<file path="config.mk">
export PLATFORM = sky130hd
export DESIGN_NAME = vram_arbiter_flat
export DESIGN_NICKNAME = d
export VERILOG_FILES = /design/src/rtl/vram_arbiter_pkg.sv /design/src/rtl/vram_arbiter_if.sv /design/src/rtl/vram_arbiter.sv /design/src/flat_wrapper.sv
export SDC_FILE = /design/constraint.sdc
export NUM_CORES = 1
export LEC_CHECK = 0
export CAP_MARGIN = 20
export CORE_UTILIZATION = 40
export CTS_BUF_LIST = sky130_fd_sc_hd__clkbuf_8 sky130_fd_sc_hd__clkbuf_16
export DETAILED_ROUTE_END_ITERATION = 6
export PLACE_DENSITY = 0.81
export SYNTH_ARGS = -nofsm -noshare
export SYNTH_HDL_FRONTEND = slang
export SYNTH_SLANG_ARGS = --single-unit
</file>
<file path="constraint.sdc">
create_clock -name clk -period 3.63 [get_ports clk]
set_input_delay 0.363 -clock clk [delete_from_list [all_inputs] [get_ports clk]]
set_output_delay 0.363 -clock clk [all_outputs]
set_load 0.02 [all_outputs]
</file>
<file path="src/rtl/vram_arbiter_pkg.sv">
// -----------------------------------------------------------------------------
// vram_arbiter_pkg
// Shared constants and types for the video-memory path. The pixel generator
// and the arbiter both use these, so the memory map and the pixel_state
// encoding live in one place.
//   - VRAM_ADDR_WIDTH / VRAM_DATA_WIDTH : word address and data widths
//   - ADDR_TEXT / SIZE_TEXT             : text plane (0..8191)
//   - ADDR_GLYPH / SIZE_GLYPH           : glyph plane (8192..9215)
//   - MEM_WORDS                         : implemented RAM depth
//   - pixel_state_e                     : 4-phase per-pixel schedule
//   - cpu_state_e                       : CPU access FSM states
// -----------------------------------------------------------------------------
package vram_arbiter_pkg;

    localparam int VRAM_ADDR_WIDTH = 15;
    localparam int VRAM_DATA_WIDTH = 16;

    localparam int ADDR_TEXT  = 0;
    localparam int SIZE_TEXT  = 8192;
    localparam int ADDR_GLYPH = 8192;
    localparam int SIZE_GLYPH = 1024;
    localparam int MEM_WORDS  = ADDR_GLYPH + SIZE_GLYPH;

    typedef enum logic [1:0] {
        PS_TEXT_FETCH  = 2'd0,
        PS_GLYPH_FETCH = 2'd1,
        PS_WAIT        = 2'd2,
        PS_DRAW        = 2'd3
    } pixel_state_e;

    typedef enum logic [1:0] {
        CPU_IDLE = 2'd0,
        CPU_CAP  = 2'd1,
        CPU_DONE = 2'd2
    } cpu_state_e;

    // With video off every cycle belongs to the CPU; with video on only WAIT.
    function automatic logic is_cpu_slot(input logic video_active, input pixel_state_e ps);
        return !video_active || (ps == PS_WAIT);
    endfunction

endpackage

</file>
<file path="src/rtl/vram_arbiter_if.sv">
// -----------------------------------------------------------------------------
// vram_arbiter_if
// Bundles the three buses around the arbiter.
//   video side : video_active, pixel_state, pg_addr -> pg_data
//   cpu side   : cpu_req, cpu_we, cpu_addr, cpu_wdata -> cpu_rdata, cpu_ack
//   ram side   : mem_addr, mem_wdata, mem_we <- mem_rdata
// modport slave  : the arbiter
// modport master : everything around it (generator, CPU, RAM / bench)
// -----------------------------------------------------------------------------
interface vram_arbiter_if #(
    parameter int ADDR_WIDTH = vram_arbiter_pkg::VRAM_ADDR_WIDTH,
    parameter int DATA_WIDTH = vram_arbiter_pkg::VRAM_DATA_WIDTH
);
    import vram_arbiter_pkg::*;

    logic                  video_active;
    pixel_state_e          pixel_state;
    logic [ADDR_WIDTH-1:0] pg_addr;
    logic [DATA_WIDTH-1:0] pg_data;

    logic                  cpu_req;
    logic                  cpu_we;
    logic [ADDR_WIDTH-1:0] cpu_addr;
    logic [DATA_WIDTH-1:0] cpu_wdata;
    logic [DATA_WIDTH-1:0] cpu_rdata;
    logic                  cpu_ack;

    logic [ADDR_WIDTH-1:0] mem_addr;
    logic [DATA_WIDTH-1:0] mem_wdata;
    logic                  mem_we;
    logic [DATA_WIDTH-1:0] mem_rdata;

    modport slave (
        input  video_active, pixel_state, pg_addr,
        input  cpu_req, cpu_we, cpu_addr, cpu_wdata,
        input  mem_rdata,
        output pg_data, cpu_rdata, cpu_ack,
        output mem_addr, mem_wdata, mem_we
    );

    modport master (
        output video_active, pixel_state, pg_addr,
        output cpu_req, cpu_we, cpu_addr, cpu_wdata,
        output mem_rdata,
        input  pg_data, cpu_rdata, cpu_ack,
        input  mem_addr, mem_wdata, mem_we
    );

endinterface

</file>
<file path="src/rtl/vram_arbiter.sv">
// -----------------------------------------------------------------------------
// vram_arbiter
// Time-shares the single-port synchronous video RAM (read latency 1) between
// the pixel generator's 4-phase fetch schedule and CPU read/write requests.
// Ports:
//   clk   : system clock, four clocks per pixel
//   reset : synchronous, active-high
//   bus   : vram_arbiter_if.slave (video, cpu and ram signal groups)
//
// CPU FSM
//   state    | meaning
//   ---------+---------------------------------------------------------------
//   CPU_IDLE | waiting; grant is combinational on slot & req in this state
//   CPU_CAP  | cycle after grant; capture read data, schedule ack
//   CPU_DONE | cpu_ack high; cpu_req ignored, back to IDLE next
// -----------------------------------------------------------------------------
module vram_arbiter #(
    parameter int ADDR_WIDTH = vram_arbiter_pkg::VRAM_ADDR_WIDTH,
    parameter int DATA_WIDTH = vram_arbiter_pkg::VRAM_DATA_WIDTH,
    parameter int MEM_WORDS  = vram_arbiter_pkg::MEM_WORDS
) (
    input  logic          clk,
    input  logic          reset,
    vram_arbiter_if.slave bus
);
    import vram_arbiter_pkg::*;

    // One extra bit so a depth of 2**ADDR_WIDTH still compares correctly.
    localparam logic [ADDR_WIDTH:0] LP_MEM_LIMIT = (ADDR_WIDTH+1)'(MEM_WORDS);

    cpu_state_e            r_state;
    logic                  r_we;
    logic                  r_in_range;
    logic                  r_cpu_ack;
    logic [DATA_WIDTH-1:0] r_cpu_rdata;
    logic [DATA_WIDTH-1:0] r_glyph_hold;
    logic [DATA_WIDTH-1:0] r_pg_last;

    logic                  w_in_range;
    logic                  w_slot;
    logic                  w_grant;
    logic                  w_video_fetch;
    logic [DATA_WIDTH-1:0] w_pg_data;

    assign w_in_range    = {1'b0, bus.cpu_addr} < LP_MEM_LIMIT;
    assign w_slot        = is_cpu_slot(bus.video_active, bus.pixel_state);
    assign w_video_fetch = bus.video_active && (bus.pixel_state != PS_WAIT);
    // Gated by reset so nothing is written in a reset cycle.
    assign w_grant       = !reset && w_slot && bus.cpu_req && (r_state == CPU_IDLE);

    always_comb begin
        bus.mem_addr  = '0;
        bus.mem_wdata = '0;
        bus.mem_we    = 1'b0;
        if (w_grant) begin
            bus.mem_addr  = bus.cpu_addr;
            bus.mem_wdata = bus.cpu_wdata;
            bus.mem_we    = bus.cpu_we && w_in_range;
        end else if (w_video_fetch) begin
            bus.mem_addr  = bus.pg_addr;
        end
    end

    // GLYPH_FETCH shows the text word, WAIT the glyph word, both straight off
    // the RAM; DRAW and the following TEXT_FETCH replay the held glyph. With
    // video off the RAM carries CPU traffic, so the last shown value is held.
    always_comb begin
        w_pg_data = r_pg_last;
        if (bus.video_active) begin
            case (bus.pixel_state)
                PS_GLYPH_FETCH, PS_WAIT: w_pg_data = bus.mem_rdata;
                default:                 w_pg_data = r_glyph_hold;
            endcase
        end
    end

    assign bus.pg_data   = w_pg_data;
    assign bus.cpu_rdata = r_cpu_rdata;
    assign bus.cpu_ack   = r_cpu_ack;

    always_ff @(posedge clk) begin
        if (reset) begin
            r_state      <= CPU_IDLE;
            r_we         <= 1'b0;
            r_in_range   <= 1'b0;
            r_cpu_ack    <= 1'b0;
            r_cpu_rdata  <= '0;
            r_glyph_hold <= '0;
            r_pg_last    <= '0;
        end else begin
            r_cpu_ack <= 1'b0;

            if (bus.video_active && (bus.pixel_state == PS_WAIT)) begin
                r_glyph_hold <= bus.mem_rdata;
            end
            if (bus.video_active) begin
                r_pg_last <= w_pg_data;
            end

            case (r_state)
                CPU_IDLE: begin
                    // Latch the access so it completes even if cpu_req drops.
                    if (w_grant) begin
                        r_state    <= CPU_CAP;
                        r_we       <= bus.cpu_we;
                        r_in_range <= w_in_range;
                    end
                end
                CPU_CAP: begin
                    if (!r_we) begin
                        r_cpu_rdata <= r_in_range ? bus.mem_rdata : '0;
                    end
                    r_cpu_ack <= 1'b1;
                    r_state   <= CPU_DONE;
                end
                CPU_DONE: r_state <= CPU_IDLE;
                default:  r_state <= CPU_IDLE;
            endcase
        end
    end

endmodule
</file>
<file path="src/flat_wrapper.sv">
// flat-port wrapper written by rule: the top's interface ports become plain ports
module vram_arbiter_flat import vram_arbiter_pkg::*;
#(
    parameter int ADDR_WIDTH = vram_arbiter_pkg::VRAM_ADDR_WIDTH,
    parameter int DATA_WIDTH = vram_arbiter_pkg::VRAM_DATA_WIDTH,
    parameter int MEM_WORDS  = vram_arbiter_pkg::MEM_WORDS
)
  (clk, reset, bus_video_active, bus_pixel_state, bus_pg_addr, bus_cpu_req, bus_cpu_we, bus_cpu_addr, bus_cpu_wdata, bus_mem_rdata, bus_pg_data, bus_cpu_rdata, bus_cpu_ack, bus_mem_addr, bus_mem_wdata, bus_mem_we);
  vram_arbiter_if #(.ADDR_WIDTH(ADDR_WIDTH), .DATA_WIDTH(DATA_WIDTH)) bus_i ();
  input  logic clk;
  input  logic reset;
  input wire logic [$bits(bus_i.video_active)-1:0] bus_video_active;
  input wire logic [$bits(bus_i.pixel_state)-1:0] bus_pixel_state;
  input wire logic [$bits(bus_i.pg_addr)-1:0] bus_pg_addr;
  input wire logic [$bits(bus_i.cpu_req)-1:0] bus_cpu_req;
  input wire logic [$bits(bus_i.cpu_we)-1:0] bus_cpu_we;
  input wire logic [$bits(bus_i.cpu_addr)-1:0] bus_cpu_addr;
  input wire logic [$bits(bus_i.cpu_wdata)-1:0] bus_cpu_wdata;
  input wire logic [$bits(bus_i.mem_rdata)-1:0] bus_mem_rdata;
  output wire logic [$bits(bus_i.pg_data)-1:0] bus_pg_data;
  output wire logic [$bits(bus_i.cpu_rdata)-1:0] bus_cpu_rdata;
  output wire logic [$bits(bus_i.cpu_ack)-1:0] bus_cpu_ack;
  output wire logic [$bits(bus_i.mem_addr)-1:0] bus_mem_addr;
  output wire logic [$bits(bus_i.mem_wdata)-1:0] bus_mem_wdata;
  output wire logic [$bits(bus_i.mem_we)-1:0] bus_mem_we;
  assign bus_i.video_active = bus_video_active;
  assign bus_i.pixel_state = bus_pixel_state;
  assign bus_i.pg_addr = bus_pg_addr;
  assign bus_i.cpu_req = bus_cpu_req;
  assign bus_i.cpu_we = bus_cpu_we;
  assign bus_i.cpu_addr = bus_cpu_addr;
  assign bus_i.cpu_wdata = bus_cpu_wdata;
  assign bus_i.mem_rdata = bus_mem_rdata;
  assign bus_pg_data = bus_i.pg_data;
  assign bus_cpu_rdata = bus_i.cpu_rdata;
  assign bus_cpu_ack = bus_i.cpu_ack;
  assign bus_mem_addr = bus_i.mem_addr;
  assign bus_mem_wdata = bus_i.mem_wdata;
  assign bus_mem_we = bus_i.mem_we;
  vram_arbiter #(.ADDR_WIDTH(ADDR_WIDTH), .DATA_WIDTH(DATA_WIDTH), .MEM_WORDS(MEM_WORDS)) u_core (.clk(clk), .reset(reset), .bus(bus_i));
endmodule
</file>
==> results of run 1 <==
-- power by group through the flow --
stage | clock [uW] | combinational, uW | sequential, uW
3_5_place_dp | 0 | 327 | 627
2_1_floorplan | 0 | 167 | 624
3_3_place_gp | 0 | 323 | 626
5_1_grt | 379 | 350 | 616
4_1_cts | 352 | 329 | 613
6_report | 346 | 327 | 613
-- Yosys cell counts --
master	instances
sky130_fd_sc_hd__or3_1	1
sky130_fd_sc_hd__nor2_1	17
sky130_fd_sc_hd__a22o_1	15
sky130_fd_sc_hd__buf_4	2
sky130_fd_sc_hd__buf_6	6
sky130_fd_sc_hd__a21oi_1	49
sky130_fd_sc_hd__or3b_1	1
sky130_fd_sc_hd__and3_1	1
sky130_fd_sc_hd__nor2b_1	1
sky130_fd_sc_hd__ha_1	1
sky130_fd_sc_hd__inv_2	1
sky130_fd_sc_hd__and2b_1	1
sky130_fd_sc_hd__and2_1	33
sky130_fd_sc_hd__mux2i_1	16
sky130_fd_sc_hd__nand2_1	49
sky130_fd_sc_hd__buf_2	9
sky130_fd_sc_hd__nor3b_4	1
sky130_fd_sc_hd__clkbuf_1	7
sky130_fd_sc_hd__nand3_1	16
sky130_fd_sc_hd__mux2_4	1
sky130_fd_sc_hd__a21o_1	1
sky130_fd_sc_hd__nor3b_1	2
sky130_fd_sc_hd__dfxtp_1	53
sky130_fd_sc_hd__nand2b_1	1
sky130_fd_sc_hd__a311oi_1	1
sky130_fd_sc_hd__and4_4	1
sky130_fd_sc_hd__inv_1	2
-- layout by cell type (no fill, tap or decap), drive strengths merged, types with 2 or more instances in the layout --
master / Yosys / layout
a21oi: 49 / 49
a22o: 15 / 15
and2: 33 / 33
buf: 17 / 3
clkbuf: 7 / 6
clkdlybuf4s50: 0 / 133
clkinv: 0 / 2
dfxtp: 53 / 53
inv: 3 / 3
mux2i: 16 / 16
nand2: 49 / 49
nand3: 16 / 16
nor2: 17 / 17
nor3b: 3 / 3
-- sequential cells by signal, summed over array words and instances, names as in the netlist --
signal / cells
u_core.bus.cpu_ack: 1
u_core.bus.cpu_rdata: 16
u_core.r_glyph_hold: 16
u_core.r_in_range: 1
u_core.r_pg_last: 16
u_core.r_state: 2
u_core.r_we: 1
-- final timing paths --
path / start / endpoint / slack [ps] / depth (start not counted)
max: bus_video_active / bus_mem_wdata[5] / 760 / 5
max reg2reg: u_core.r_state[1]$_SDFFE_PP0P_ / u_core.r_we$_SDFFE_PP0P_ / 2210 / 3
min reg2reg: u_core.bus.cpu_rdata[12]$_SDFFE_PP0P_ / u_core.bus.cpu_rdata[12]$_SDFFE_PP0P_ / 450 / 2
min: u_core.bus.cpu_rdata[12]$_SDFFE_PP0P_ / u_core.bus.cpu_rdata[12]$_SDFFE_PP0P_ / 450 / 2
-- layer usage --
| metal | wire, um | track usage (%) |
|---|---|---|
| met5 | 0 | 0 |
| met4 | 116 | 6.43 |
| met3 | 503 | 4.69 |
| met2 | 3470 | 39.1 |
| met1 | 2860 | 25.9 |
-- logic make-up (layout without fill, tap and decap cells) --
group	Yosys count	after routing	synth area share, %
DFF	53	53	43.7
muxes	17	17	7.22
adders and majority gates	1	1	0.515
buffers and inverters	27	147	6.80
and+or+nand+nor	125	125	25.6
AOI/OAI and AO/OA	66	66	16.2
-- worst max-delay path: cells and delay by family --
| family | cells | cell delay (ps) |
|---|---|---|
| buf+inv | 2 | 1270 |
| simple gates | 3 | 860 |
-- stage by stage --
stage               total power, uW  std cells  setup slack (ps)
CTS                            1290        484               770
detailed placement              954        476               772
finish                         1290        484               760
global placement                950        476               806
floorplan                       791        289              1790
global route                   1340        484               626
-- layout make-up --
| type | count | area, um2 | share of cell area (%) |
|---|---|---|---|
| Multi-Input combinational cell | 209 | 1200 | 31.5 |
| Timing Repair Buffer | 136 | 1350 | 35.5 |
| Tap cell | 75 | 93.8 | 2.46 |
| Sequential cell | 53 | 1060 | 27.8 |
| Clock buffer | 6 | 82.6 | 2.16 |
| Clock inverter | 2 | 13.8 | 0.361 |
| Inverter | 3 | 11.3 | 0.295 |
==> reports/results.md, run 1 <==
| Parameter | Reported |
|---|---|
| Max H-tree Level | 2 |
| Result of the run | finished clean |
| Required @ worst endpoint | 3270 ps |
| Number of buffers inserted to repair setup after CTS | 0 |
| Yosys synthesis warning count | 0 |
| Placed cell areas | 3720 um2 |
| Syn_nets | 359 |
| Worst-case clock buffer depth | 2 |
| Total negative slack | 0 ps |
| Die boundary width | 79.9 um |
| Final-report setup violation count | 0 |
| Top fanout value on the critical path | 35 |
| Power Internal | 934 uW |
| Number of nets in the final layout | 478 |
| Worst path arrival time | 2510 ps |
| CTS tree | yes |
| Min-delay worst type | register to register |
| Number of hold-repair buffers added at the cts stage | 0 |
| Sequential group share of total power | 47.7% |
| Clock-pin slew on the worst setup and hold paths | 80 ps |
| Initial detailed-routing violation count | 126 |
| Unrepaired setup endpoints after global routing | no |
| Total clock sinks | 53 |
| Setup Skew | 9.38 ps |
| Number of DRC violations after detailed routing | 0 |
| Synth top area cells | sky130_fd_sc_hd__dfxtp_1 44%, sky130_fd_sc_hd__a21oi_1 10%, sky130_fd_sc_hd__and2_1 8.5%, sky130_fd_sc_hd__nand2_1 7.6%, sky130_fd_sc_hd__mux2i_1 6.6% |
| Number of unique standard cell types used by synthesis | 27 |
| Number of nets still failing antenna checks after routing | 0 |
| Clock buffers created by TritonCTS | 5 |
| Max Slew Vio Count | 0 |
| Critical path's largest stage delay | 650 ps |
| Slowest-stage cell, CP | sky130_fd_sc_hd__clkdlybuf4s50_1 |
| Area inside the core boundary | 5890 um2 |
| Height of the die | 79.9 um |
| Count of port buffers added during placement | 133 |
| Root Buffer Master | sky130_fd_sc_hd__clkbuf_8 |
| All-Layer GR Usage | 21.8% |
| Number of resized instances in the post-cts repair step | 0 |
| Drt first pass iters | 4 |
| Initial antenna violation count | 0 |
| Hold WS | 452 ps |
| Largest area contributor in the synthesized netlist | sky130_fd_sc_hd__dfxtp_1 |
| Synth top area share | 43.7% |
| Layout overhead on the synthesized area | 57.3% |
| Flop and latch count out of synthesis | 53 |
| Total wire length after detailed routing | 6.95 mm |
| Clock group share of total power | 26.9% |
| Actual transition at the worst max-transition pin | 679 ps |
| Combinational cell fraction of total power | 25.4% |
| Fin crit share | 79.1% |
| Post-Synthesis Mean Instance Area | 8.40 um2 |
| Sw power | 352 uW |
| Die area | 6380 um2 |
| Antenna Cells | 0 |
| Filler Cells Inserted | 507 |
| Wire length per cell | 14.4 um |
| Critical Path, Cell by Cell | clkdlybuf4s50_1 -> nand2b_1 -> and4_4 -> and2_1 -> clkdlybuf4s50_1 |
| Crit end category | output pin |
| Vias in the first global route | 2198 |
| Later-pin clock latency in the skew report | 310 ps |
| Syn Inst Count | 289 |
| Power density cells | 337 nW/um2 |
| Post-detailed-placement half-perimeter wirelength | 5.15 mm |
| Net switching fraction of the power | 27.4% |
| Type of the worst setup path | input pin to output pin |
| Placement Rows | 28 |
| Starting density of the core | 41.2% |
| Element type at the critical path start | input pin |
| Share of the core filled with cells in the final layout | 64.9% |
| Layout Cell Area excl Fill | 3820 um2 |
| Number of hold violations in the final report | 0 |
| Crit path top cell by count | sky130_fd_sc_hd__clkdlybuf4s50_1 |
| Max-capacitance violation count | 0 |
| Wire length of the first global-routing pass | 10.8 mm |
| Worst IR drop on VDD | 0.271 mV |
| GRT Residual Overflow | 0 |
| Remaining max-slew budget at the tightest pin | 54.7% |
| Ratio of cells with drive above 1 in the final layout | 3.67% |
| Part of the Yosys area used for sequential elements | 43.7% |
| Via/cell ratio | 4.93 |
| RePlAce Congestion | 0.765 |
| Total standard cell area after synthesis | 2430 um2 |
| FMAX | 0.348 GHz |
| Vias | 2385 |
| Largest net degree at the start of global routing | 37 |
| Min Tclk post-route | 2870 ps |
| P_leak | 0.00143 uW |
| Ports | 134 |
(Power assumes the default switching activity.)
==> inputs of run 2 (changes only) <==
--- a/config.mk
+++ b/config.mk
@@ -6,10 +6,10 @@
 export NUM_CORES = 1
 export LEC_CHECK = 0
 export CAP_MARGIN = 20
-export CORE_UTILIZATION = 40
+export CORE_UTILIZATION = 35
 export CTS_BUF_LIST = sky130_fd_sc_hd__clkbuf_8 sky130_fd_sc_hd__clkbuf_16
 export DETAILED_ROUTE_END_ITERATION = 6
-export PLACE_DENSITY = 0.81
+export PLACE_DENSITY = 0.75
 export SYNTH_ARGS = -nofsm -noshare
 export SYNTH_HDL_FRONTEND = slang
 export SYNTH_SLANG_ARGS = --single-unit
==> constraint.sdc (replaced) <==
create_clock -name clk -period 2.4 [get_ports clk]
set_input_delay 0.24 -clock clk [delete_from_list [all_inputs] [get_ports clk]]
set_output_delay 0.24 -clock clk [all_outputs]
set_load 0.02 [all_outputs]
==> run 2 against run 1 <==
Compared with the run above: total power up 45%; count of clock-buffer cells in the layout down 1; first-iteration DRC count down 15%; hold slack better by 4.1 ps; via count up 1.5%; combinational power up 47%; global-route usage down 1.1 points; utilization down 6.4 points; cell count up 1.2%; critical path depth up 2; sequential cell count unchanged; critical path type unchanged; critical endpoint is now bus_mem_wdata[8]; largest cell class unchanged.
==> reports/results.md, run 2 (synthesis gave the netlist of run 1 again) <==
| Parameter | Reported | Delta |
|---|---|---|
| Die area | 7270 um2 | was 6380 um2 |
| Antenna Cells | 0 | unchanged |
| Sw power | 512 uW | was 352 uW |
| Unrepaired setup endpoints after global routing | no | unchanged |
| Origin of the critical flop-to-flop path | u_core.r_state[1]$_SDFFE_PP0P_ | unchanged |
| Remaining max-slew budget at the tightest pin | 51.9% | was 54.7% |
| Top library cells by usage in the layout, fill and taps aside | 92 x sky130_fd_sc_hd__clkdlybuf4s50_1, 53 x sky130_fd_sc_hd__dfxtp_1, 49 x sky130_fd_sc_hd__a21oi_1, 49 x sky130_fd_sc_hd__nand2_1, 41 x sky130_fd_sc_hd__dlygate4sd2_1 | was 133 x sky130_fd_sc_hd__clkdlybuf4s50_1, 53 x sky130_fd_sc_hd__dfxtp_1, 49 x sky130_fd_sc_hd__a21oi_1, 49 x sky130_fd_sc_hd__nand2_1, 33 x sky130_fd_sc_hd__and2_1 |
| Share of the core filled with cells in the final layout | 58.5% | was 64.9% |
| Power density cells | 487 nW/um2 | was 337 nW/um2 |
| Vias in the first global route | 2322 | was 2198 |
| Number of nets in the final layout | 484 | was 478 |
| Total wire length after detailed routing | 7.38 mm | was 6.95 mm |
| Worst IR drop on VDD | 0.229 mV | was 0.271 mV |
| Hold WS | 456 ps | was 452 ps |
| Count of port buffers added during placement | 133 | unchanged |
| Wire length per cell | 15.1 um | was 14.4 um |
| Fin crit share | 97.7% |  |
| Min-delay worst type | register to register | unchanged |
| Reg-to-Reg End | u_core.r_we$_SDFFE_PP0P_ | unchanged |
| Clock group share of total power | 24.4% | was 26.9% |
| Placed cell areas | 3780 um2 | was 3720 um2 |
| Largest net degree at the start of global routing | 37 | unchanged |
| Ratio of cells with drive above 1 in the final layout | 4.60% | was 3.67% |
| Number of DRC violations after detailed routing | 0 | unchanged |
| Drt first pass iters | 4 | unchanged |
| Max-capacitance violation count | 0 | unchanged |
| Initial antenna violation count | 0 | unchanged |
| CTS tree | yes | unchanged |
| Max Slew Vio Count | 0 | unchanged |
| Endpoint, Worst Hold | u_core.bus.cpu_rdata[3]$_SDFFE_PP0P_ | was u_core.bus.cpu_rdata[12]$_SDFFE_PP0P_ |
| Via/cell ratio | 4.94 | was 4.93 |
| GRT Residual Overflow | 0 | unchanged |
| Actual transition at the worst max-transition pin | 721 ps | was 679 ps |
| Starting density of the core | 37.2% | was 41.2% |
| Total clock sinks | 53 | unchanged |
| Worst path arrival time | 2110 ps | was 2510 ps |
| Root Buffer Master | sky130_fd_sc_hd__clkbuf_8 | unchanged |
| Worst reg-to-reg setup slack | 920 ps | was 2210 ps |
| Ports | 134 | unchanged |
| Layout Cell Area excl Fill | 3820 um2 | about the same |
| Number of nets still failing antenna checks after routing | 0 | unchanged |
| P_leak | 0.00159 uW | was 0.00143 uW |
| Post-detailed-placement half-perimeter wirelength | 5.29 mm | was 5.15 mm |
| Required @ worst endpoint | 2160 ps | was 3270 ps |
| FMAX | 0.426 GHz |  |
| Hold Crit Start | u_core.bus.cpu_rdata[3]$_SDFFE_PP0P_ | was u_core.bus.cpu_rdata[12]$_SDFFE_PP0P_ |
| Combinational cell fraction of total power | 25.8% | was 25.4% |
| Net switching fraction of the power | 27.5% | was 27.4% |
| Vias | 2420 | was 2385 |
| Number of hold-repair buffers added at the cts stage | 0 | unchanged |
| Setup Skew | 3.64 ps | was 9.38 ps |
| Element type at the critical path start | input pin | unchanged |
| Hold path cells | 2 | unchanged |
| Clock-pin slew on the worst setup and hold paths | 80 ps | about the same |
| Placement Rows | 29 | was 28 |
| Result of the run | finished clean | unchanged |
| Later-pin clock latency in the skew report | 300 ps | was 310 ps |
| Wire length of the first global-routing pass | 11.8 mm | was 10.8 mm |
| Total negative slack | 0 ps | unchanged |
| All-Layer GR Usage | 20.7% | was 21.8% |
| Layout overhead on the synthesized area | 57.4% | was 57.3% |
| Worst-case clock buffer depth | 2 | unchanged |
| Area inside the core boundary | 6530 um2 | was 5890 um2 |
| Die boundary width | 85.3 um | was 79.9 um |
| RePlAce Congestion | 0.745 | was 0.765 |
| Final-report setup violation count | 0 | unchanged |
| Top fanout value on the critical path | 11 | was 35 |
| Most frequent standard cell in the layout excluding fill and tap cells | sky130_fd_sc_hd__clkdlybuf4s50_1 | unchanged |
| Max H-tree Level | 2 | unchanged |
| Crit end category | output pin | unchanged |
| Type of the worst setup path | input pin to output pin | unchanged |
| Reg2reg path depth | 4 | was 3 |
| Height of the die | 85.3 um | was 79.9 um |
| Initial detailed-routing violation count | 107 | was 126 |
| Power Internal | 1350 uW | was 934 uW |
| Sequential group share of total power | 49.8% | was 47.7% |
| Number of hold violations in the final report | 0 | unchanged |
| Min Tclk post-route | 2350 ps |  |
| Clock buffers created by TritonCTS | 5 | unchanged |
## run 2: layout make-up
type                            count  area, um2
Timing Repair Buffer              141       1370
Multi-Input combinational cell    210       1210
Tap cell                           77       96.3
Clock buffer                        5       68.8
Fill cell                         615       2710
Inverter                            3       11.3
Sequential cell                    53       1060
Clock inverter                      1       5.00
## run 2: critical path, cell delays in order
cell	delay (ps)
sky130_fd_sc_hd__clkdlybuf4s50_1	390
sky130_fd_sc_hd__inv_1	70
sky130_fd_sc_hd__ha_1	160
sky130_fd_sc_hd__nand2b_1	180
sky130_fd_sc_hd__and4_4	310
sky130_fd_sc_hd__and2_1	140
sky130_fd_sc_hd__clkdlybuf4s50_1	600
## run 2: routing by layer
metal | vias to the layer above | track usage (%) | part of all wire [%]
met5 | - | 0 | 0
met4 | 0 | 8.18 | 2.2
met3 | 15 | 3.79 | 3.7
met2 | 54 | 33.6 | 48
met1 | 1126 | 27.5 | 46
li1 | 1225 | - | -
## run 2: worst max-delay path by stage
stage / slack [ps] / from / depth (start not counted) / to
after global routing: 5 / bus_pixel_state[0] / 7 / bus_mem_wdata[15]
final: 50 / bus_pixel_state[0] / 7 / bus_mem_wdata[8]
after detailed placement: -80 / bus_pixel_state[0] / 7 / bus_mem_wdata[14]
after global placement: -70 / bus_pixel_state[0] / 7 / bus_mem_wdata[2]
after CTS: 10 / bus_pixel_state[0] / 7 / bus_mem_wdata[8]
after floorplan: 800 / bus_pixel_state[0] / 7 / u_core.r_pg_last[0]$_SDFFE_PP0P_
## run 2: through the flow
step	instances	total power [uW]	worst slack (ps)
2_1_floorplan	289	1200	800
3_3_place_gp	482	1460	-71.7
6_report	490	1860	54.8
3_5_place_dp	482	1460	-77.2
5_1_grt	490	1950	4.75
4_1_cts	489	1870	10.4
## run 2: what timing repair did
item | CTS | global route
cloned | 1 | 0
setup buffers | 0 | 1
gates resized for setup | 42 | 0
pin swaps | 1 | 1
endpoints found under the setup margin | 48 | 7
hold endpoints to repair | 0 | 0
## run 2: power groups by stage
stage | Clock [uW] | Sequential [uW] | Combinational [uW]
after floorplan | 0 | 944 | 253
after global placement | 0 | 948 | 510
after detailed placement | 0 | 949 | 512
after CTS | 464 | 928 | 482
after global routing | 501 | 931 | 519
final | 454 | 928 | 480
